`src/rtl/exec_unit_p.sv`:
```
// Multicycle execution unit: one instruction at a time over valid/ready, 16-entry register file,
// ALU/INC/DEC, load/store over a stalling req/ack memory port, branch-on-zero and a sticky error.
module exec_unit_p #(
   parameter int DATA_W = 16,
   parameter int ADDR_W = 5
) (
   input  logic              clock,
   input  logic              reset,
   input  logic              instr_valid,
   input  logic [15:0]       instr,
   output logic              instr_ready,
   output logic              mem_req,
   output logic              mem_we,
   output logic [ADDR_W-1:0] mem_addr,
   output logic [DATA_W-1:0] mem_wdata,
   input  logic [DATA_W-1:0] mem_rdata,
   input  logic              mem_ack,
   output logic              flag_c,
   output logic              flag_v,
   output logic              flag_z,
   output logic              flag_n,
   output logic              branch_valid,
   output logic [ADDR_W-1:0] branch_target,
   output logic              error,
   input  logic [3:0]        dbg_addr,
   output logic [DATA_W-1:0] dbg_data
);

   localparam int MSB = DATA_W - 1;

   localparam logic [1:0] S_IDLE = 2'd0;
   localparam logic [1:0] S_EXEC = 2'd1;
   localparam logic [1:0] S_MEM  = 2'd2;

   localparam logic [3:0] OP_ADD = 4'b0000;
   localparam logic [3:0] OP_SUB = 4'b0001;
   localparam logic [3:0] OP_LDR = 4'b1000;
   localparam logic [3:0] OP_STR = 4'b1001;
   localparam logic [3:0] OP_INC = 4'b1010;
   localparam logic [3:0] OP_DEC = 4'b1011;
   localparam logic [3:0] OP_BRZ = 4'b1100;

   logic [1:0]        state_q, state_d;
   logic [3:0]        op_q, op_d;
   logic [3:0]        rx_q, rx_d;
   logic [DATA_W-1:0] a_q, a_d;
   logic [DATA_W-1:0] b_q, b_d;
   logic [DATA_W-1:0] regs_q [16];
   logic [DATA_W-1:0] regs_d [16];
   logic              mem_req_q, mem_req_d;
   logic              mem_we_q, mem_we_d;
   logic [ADDR_W-1:0] mem_addr_q, mem_addr_d;
   logic [DATA_W-1:0] mem_wdata_q, mem_wdata_d;
   logic              c_q, c_d, v_q, v_d, z_q, z_d, n_q, n_d;
   logic              branch_valid_q, branch_valid_d;
   logic [ADDR_W-1:0] branch_target_q, branch_target_d;
   logic              error_q, error_d;

   logic [3:0]        in_op, in_rx, in_ry;
   logic              unused_instr_bits;

   assign in_op             = instr[15:12];
   assign in_rx             = instr[11:8];
   assign in_ry             = instr[7:4];
   assign unused_instr_bits = ^instr[3:0];

   logic [DATA_W:0]   alu_sum, alu_diff;
   logic [DATA_W-1:0] alu_res;
   logic              alu_c, alu_v, is_add, is_sub;

   // Operands were captured at accept, so rx == ry sees the pre-instruction value twice.
   always_comb begin
      is_add   = (op_q == OP_ADD) || (op_q == OP_INC);
      is_sub   = (op_q == OP_SUB) || (op_q == OP_DEC);
      alu_sum  = {1'b0, a_q} + {1'b0, b_q};
      alu_diff = {1'b0, a_q} - {1'b0, b_q};
      alu_res  = '0;
      alu_c    = 1'b0;
      alu_v    = 1'b0;
      if (is_add) begin
         alu_res = alu_sum[MSB:0];
         alu_c   = alu_sum[DATA_W];
         alu_v   = (a_q[MSB] == b_q[MSB]) && (alu_res[MSB] != a_q[MSB]);
      end else if (is_sub) begin
         alu_res = alu_diff[MSB:0];
         alu_c   = alu_diff[DATA_W];
         alu_v   = (a_q[MSB] != b_q[MSB]) && (alu_res[MSB] != a_q[MSB]);
      end else begin
         case (op_q[2:0])
            3'b010:  alu_res = a_q & b_q;
            3'b011:  alu_res = ~(a_q & b_q);
            3'b100:  alu_res = a_q | b_q;
            3'b101:  alu_res = ~(a_q | b_q);
            3'b110:  alu_res = a_q ^ b_q;
            3'b111:  alu_res = ~(a_q ^ b_q);
            default: alu_res = '0;
         endcase
      end
   end

   always_comb begin
      state_d         = state_q;
      op_d            = op_q;
      rx_d            = rx_q;
      a_d             = a_q;
      b_d             = b_q;
      regs_d          = regs_q;
      mem_req_d       = mem_req_q;
      mem_we_d        = mem_we_q;
      mem_addr_d      = mem_addr_q;
      mem_wdata_d     = mem_wdata_q;
      c_d             = c_q;
      v_d             = v_q;
      z_d             = z_q;
      n_d             = n_q;
      branch_valid_d  = 1'b0;
      branch_target_d = branch_target_q;
      error_d         = error_q;

      case (state_q)
         S_IDLE: begin
            if (instr_valid) begin
               op_d = in_op;
               rx_d = in_rx;
               a_d  = regs_q[in_rx];
               b_d  = regs_q[in_ry];
               if (!in_op[3]) begin
                  state_d = S_EXEC;
               end else begin
                  case (in_op)
                     OP_INC, OP_DEC: begin
                        state_d = S_EXEC;
                        b_d     = DATA_W'(1);
                     end
                     OP_LDR, OP_STR: begin
                        state_d     = S_MEM;
                        mem_req_d   = 1'b1;
                        mem_we_d    = in_op[0];
                        mem_addr_d  = regs_q[in_ry][ADDR_W-1:0];
                        mem_wdata_d = regs_q[in_rx];
                     end
                     OP_BRZ: begin
                        state_d = S_EXEC;
                        if (z_q) begin
                           branch_valid_d  = 1'b1;
                           branch_target_d = regs_q[in_rx][ADDR_W-1:0];
                        end
                     end
                     default: error_d = 1'b1;
                  endcase
               end
            end
         end
         S_EXEC: begin
            state_d = S_IDLE;
            if (op_q != OP_BRZ) begin
               regs_d[rx_q] = alu_res;
               c_d          = alu_c;
               v_d          = alu_v;
               z_d          = (alu_res == '0);
               n_d          = alu_res[MSB];
            end
         end
         S_MEM: begin
            if (mem_ack) begin
               state_d   = S_IDLE;
               mem_req_d = 1'b0;
               if (!mem_we_q) begin
                  regs_d[rx_q] = mem_rdata;
               end
            end
         end
         default: state_d = S_IDLE;
      endcase
   end

   always_ff @(posedge clock or posedge reset) begin
      if (reset) begin
         state_q         <= S_IDLE;
         op_q            <= '0;
         rx_q            <= '0;
         a_q             <= '0;
         b_q             <= '0;
         mem_req_q       <= 1'b0;
         mem_we_q        <= 1'b0;
         mem_addr_q      <= '0;
         mem_wdata_q     <= '0;
         c_q             <= 1'b0;
         v_q             <= 1'b0;
         z_q             <= 1'b0;
         n_q             <= 1'b0;
         branch_valid_q  <= 1'b0;
         branch_target_q <= '0;
         error_q         <= 1'b0;
      end else begin
         state_q         <= state_d;
         op_q            <= op_d;
         rx_q            <= rx_d;
         a_q             <= a_d;
         b_q             <= b_d;
         mem_req_q       <= mem_req_d;
         mem_we_q        <= mem_we_d;
         mem_addr_q      <= mem_addr_d;
         mem_wdata_q     <= mem_wdata_d;
         c_q             <= c_d;
         v_q             <= v_d;
         z_q             <= z_d;
         n_q             <= n_d;
         branch_valid_q  <= branch_valid_d;
         branch_target_q <= branch_target_d;
         error_q         <= error_d;
      end
   end

   // Register file is cleared by reset, so it lives in flops rather than a RAM.
   for (genvar gi = 0; gi < 16; gi++) begin : g_regs
      always_ff @(posedge clock or posedge reset) begin
         if (reset) begin
            regs_q[gi] <= '0;
         end else begin
            regs_q[gi] <= regs_d[gi];
         end
      end
   end

   assign instr_ready   = (state_q == S_IDLE);
   assign mem_req       = mem_req_q;
   assign mem_we        = mem_we_q;
   assign mem_addr      = mem_addr_q;
   assign mem_wdata     = mem_wdata_q;
   assign flag_c        = c_q;
   assign flag_v        = v_q;
   assign flag_z        = z_q;
   assign flag_n        = n_q;
   assign branch_valid  = branch_valid_q;
   assign branch_target = branch_target_q;
   assign error         = error_q;
   assign dbg_data      = regs_q[dbg_addr];

endmodule

```
`config.mk`:
```
export PLATFORM = sky130hd
export DESIGN_NAME = exec_unit_p
export DESIGN_NICKNAME = d
export VERILOG_FILES = /design/src/rtl/exec_unit_p.sv
export SDC_FILE = /design/constraint.sdc
export NUM_CORES = 1
export LEC_CHECK = 0
export CORE_UTILIZATION = 45
export CTS_BUF_LIST = sky130_fd_sc_hd__clkbuf_4
export DETAILED_ROUTE_END_ITERATION = 8
export DONT_BUFFER_PORTS = 1
export MAX_ROUTING_LAYER = met4
export PLACE_DENSITY = 0.68
export SLEW_MARGIN = 20
export SYNTH_ARGS = -nofsm -noshare
export SYNTH_HDL_FRONTEND = slang
export SYNTH_SLANG_ARGS = --single-unit
```
`constraint.sdc`:
```
create_clock -name clock -period 24.5 [get_ports clock]
set_input_delay 3.675 -clock clock [delete_from_list [all_inputs] [get_ports clock]]
set_output_delay 3.675 -clock clock [all_outputs]
set_load 0.01 [all_outputs]
```
======== Yosys cells after proc, flatten, opt, wreduce, memory -nomap -nowiden ========
Index checks and enable logic that the tools add are counted.
storage, ports and cells
  output and inout port bits .............. 51
  flip-flop bits (word level) ............. 332
operators by class
  equal/unequal tests ..................... 28
  magnitude comparators ................... 5
  reductions and logical operators ........ 22
  bitwise operators ....................... 11
  $add $sub $neg .......................... 2
  mux-type cells .......................... 41
operators by type and width
  kind                                                              number
  256-bit 2-to-1 mux                                                3
  256-bit bitwise mux                                               2
  256-bit one-hot mux with 2 select lines                           1
  16-bit binary-select mux with 4-bit select                        3
  16-bit 2-to-1 mux                                                 11
  16-bit one-hot mux with 6 select lines                            1
  16-bit demux with 4-bit select                                    1
  16-bit NOT                                                        3
  4-bit == test (second input constant)                             7
  5-bit >= comparator (second input constant)                       4
  4-bit NOT with 5-bit output                                       4
  16-bit by 16-bit adder with 17-bit output                         1
  16-bit by 16-bit subtractor with 17-bit output                    1
  16-bit bitwise AND                                                1
  16-bit zero test                                                  1
  16-bit bitwise OR                                                 1
  16-bit XOR                                                        1
  1-bit 2-to-1 mux                                                  13
  3-bit == test (second input constant)                             4
  4-bit AND reduction                                               3
  2-bit != test (second input constant)                             5
  5-bit AND reduction                                               2
  2-bit one-hot mux with 2 select lines                             2
  3-bit by 2-bit == test with 1-bit output (second input constant)  2
  other kinds (22)                                                  32

======== Logic depth before layout (Yosys ltp) ========
  depth in word-level cells ............... 9
  depth in mapped cells ................... 14
  depth with buffers taken out ............ 13

======== Worst setup path before layout ========
Ideal clock, no wire load.
  kind .................................... input -> output
  start point ............................. input dbg_addr[1]
  end point ............................... output dbg_data[10]
  buffers on the path ..................... 3
  required time ........................... 20825 ps
  path slack .............................. 15156 ps
  arrival ................................. 5669 ps
  cell stages on the path ................. 5
  cells stage by stage .................... clkbuf_1 > clkbuf_1 > clkbuf_1 > mux4_2 > mux4_2
on the way
  cells in the longest elaborated chain, start to end .. 4
ends and longest elaborated chain
  what                                                  line  source
  from (decl)                                           25    input logic [3:0] dbg_addr,
  4-bit NOT with 5-bit output (not written as such)     238   assign dbg_data = regs_q[dbg_addr];
  16-bit binary-select mux with 4-bit select            238
  16-bit 2-to-1 mux (not written as such) (2 in a row)  238
  to (decl)                                             26    output logic [DATA_W-1:0] dbg_data
No other way between the ends. The select of a mux whose other input is x is not followed.

======== Final worst setup path ========
  start point ............................. input dbg_addr[0]
  end point ............................... output dbg_data[10]
Same word-level chain as after synthesis.

==> impl_metrics.ini <==
[yosys]
ys_types = 66
ys_ff_latch = 332
syn-instance-count = 1680
synth_top_area_frac = 0.3959
synth_area_per_cell_sq_um = 12.49
synthFlopType = dfrtp_1
synth-seq-area-share = 0.3959
synth_area_leaders = dfrtp_1 (40%), mux4_2 (26%), mux2_2 (10%)
yosys_warnings = 0
yosysTopAreaCell = dfrtp_1
ys_async_sr_fraction = 1.000
netlist_area_sq_mm = 0.02099
synth_edf_count = 0
syn_nets = 1773

[floorplan]
start_util = 0.4595
num_rows = 78
die_y_microns = 218.0
core_area_sq_mm = 0.04567
die_x_microns = 218.0
die_area_sq_mm = 0.04750
pin_count = 91

[critical_path]
critPathKind = input pin to output port
cp_common_cell = mux4_2
critPathMaxStageDelay_ns = 0.57
r2r_cells = 10
cp_slowest_cell = mux4_2
ff2ff_setup_slack_ns = 20.06
cp-end-kind = output port
cp_max_fo = 64
cp_top_family = multiplexers
crit_arrival_ns = 4.83
path_cells = mux4_2 > mux4_2
r2r-end = flag_z
start_kind = input pin
cp.buffers_inverters = 0
required_ns = 20.82
reg2reg_from = op_q[2]

[global_route]
grt_overflow_total = 0
grt_max_degree = 108
grt_pass1_wl_microns = 92530
track_usage = 0.2672
grt_pass1_vias = 15592
antenna_found_initial = 1

[power_and_ir_drop]
power.density_mw_per_mm2 = 121.3
leakage_nw = 9.519
power_mw = 2.736
vdd_drop_max_v = 0.00009506

[routing]
drt_iter0_drc = 1282
vias = 14910
avgRoutedWirePerCell_microns = 25.46
drc = 0
first_pass_iters = 5
routed_wl_microns = 59030
drtAntennaViolNets = 0
viasPerCell = 6.432

[flow_run]
cap_violations = 0

[timing]
tightest_slew_ns = 1.100
period_share = 0.3473
holdWs_ns = 0.5026
finalMaxSlewViolations = 0
fin_setup_tns_ns = 0
fmax_ghz = 0.1175
slew_headroom = 0.2667
finalHoldViolations = 0
period_needed_ns = 8.509
rsz0062_at_grt = false
setup_viol = 0
skew_ns = 0.07613

[finish]
layout_commonest_cell = dfrtp_1
area_growth_pct = 7.488
final_cell_mix = dfrtp_1 (332), mux4_2 (240), mux2_2 (194)
drive_above_1_share = 0.3692
layout.nets = 1753

[hold_path]
min_to = state_q[1]
holdPathStages = 1
hp-class = flop to flop
min_from = state_q[0]

[clock_tree]
post_cts_buffers = 0
cts_tree = done
hold_buffers = 0
post_cts_resized = 0
clockBufferDepth = 3
cts_num_sinks = 332
clk_pin_slew_ns = 0.05
htreeDepth = 3
root_buffer = clkbuf_4
cts_inserted_buffers = 89
clock_latency_ns = 0.85

[placed_design]
dp_hpwl_microns = 37180
place_congestion = 0.9147
portBuffers = 0

[run_status]
status = complete, no violations
==> per-layer routing <==
layer,part of all wire,vias up,global-route usage
met5,0,-,-
met4,0.038,0,0.1217
met3,0.091,166,0.05886
met2,0.49,718,0.4293
met1,0.38,7645,0.3222
li1,-,6381,-
==> state kept, by name (all words and copies together) (netlist names), 2 cells and up <==
register / cells
a_q: 16
b_q: 16
branch_target: 5
mem_addr: 5
mem_wdata: 16
op_q: 4
regs_q: 256
rx_q: 4
state_q: 2
==> through the flow <==
| step | setup WS (ns) | instance area [sq um] | utilization | instances |
|---|---|---|---|---|
| floorplan | 11.63 | 20990 | - | 1680 |
| global placement | 16.04 | 21480 | 0.4702 | 2169 |
| detailed placement | 16.01 | 21480 | 0.4703 | 2169 |
| CTS | 16.02 | 22540 | 0.4935 | 2317 |
| global route | 15.99 | 22560 | 0.4939 | 2318 |
| finish | 15.99 | 22560 | 0.4939 | 2318 |
==> Yosys cell counts (7+ instances only) <==
master	instances
o211ai_1	8
clkbuf_1	108
nand2_1	131
a21oi_1	87
o31ai_1	9
ha_1	51
buf_1	24
or3_1	7
nand3_1	19
o21ai_0	100
a221o_1	9
nor2b_1	9
nand2b_1	12
inv_1	69
mux4_2	240
nor2_1	105
dfrtp_1	332
a211oi_1	9
xnor2_1	11
mux2_2	194
mux2i_1	25
o22ai_1	7
buf_2	12
nor3_1	13
==> cell type report <==
| type | instances | area (sq um) |
|---|---|---|
| Fill cell | 4009 | 23120 |
| Sequential cell | 332 | 8308 |
| Timing Repair Buffer | 33 | 255.2 |
| Multi-Input combinational cell | 1135 | 11920 |
| Inverter | 69 | 266.5 |
| Antenna cell | 1 | 2.502 |
| Clock inverter | 25 | 135.1 |
| Clock buffer | 123 | 923.4 |
| Tap cell | 600 | 750.7 |
==> worst max-delay path by stage <==
stage,startpoint,endpoint,slack [ns],cells after the start
global route,dbg_addr[0],dbg_data[15],15.99,2
detailed placement,dbg_addr[0],dbg_data[10],16.01,2
global placement,dbg_addr[0],dbg_data[11],16.04,2
finish,dbg_addr[0],dbg_data[10],15.99,2
CTS,dbg_addr[0],dbg_data[10],16.02,2
floorplan,reset,a_q[0],11.63,1
==> kinds of logic (layout without fill, tap and decap cells) <==
family,count (synthesis),in the layout,synth area share
fa+ha+maj,53,53,0.03231
other cells,0,1,0
flops,332,332,0.3959
mux,459,459,0.3736
simple gates,319,319,0.06618
compound gates,290,290,0.08740
buf+inv,213,250,0.03881
xor+xnor,14,14,0.005843
==> power by group <==
group / switching, mW / leakage, nW / internal (mW) / total [mW]
registers: 0.216 / 4.28 / 0.778 / 0.994
logic: 0.636 / 4.59 / 0.625 / 1.26
clock network: 0.239 / 0.650 / 0.241 / 0.481
No activity file was read; power rests on OpenSTA's default activity.
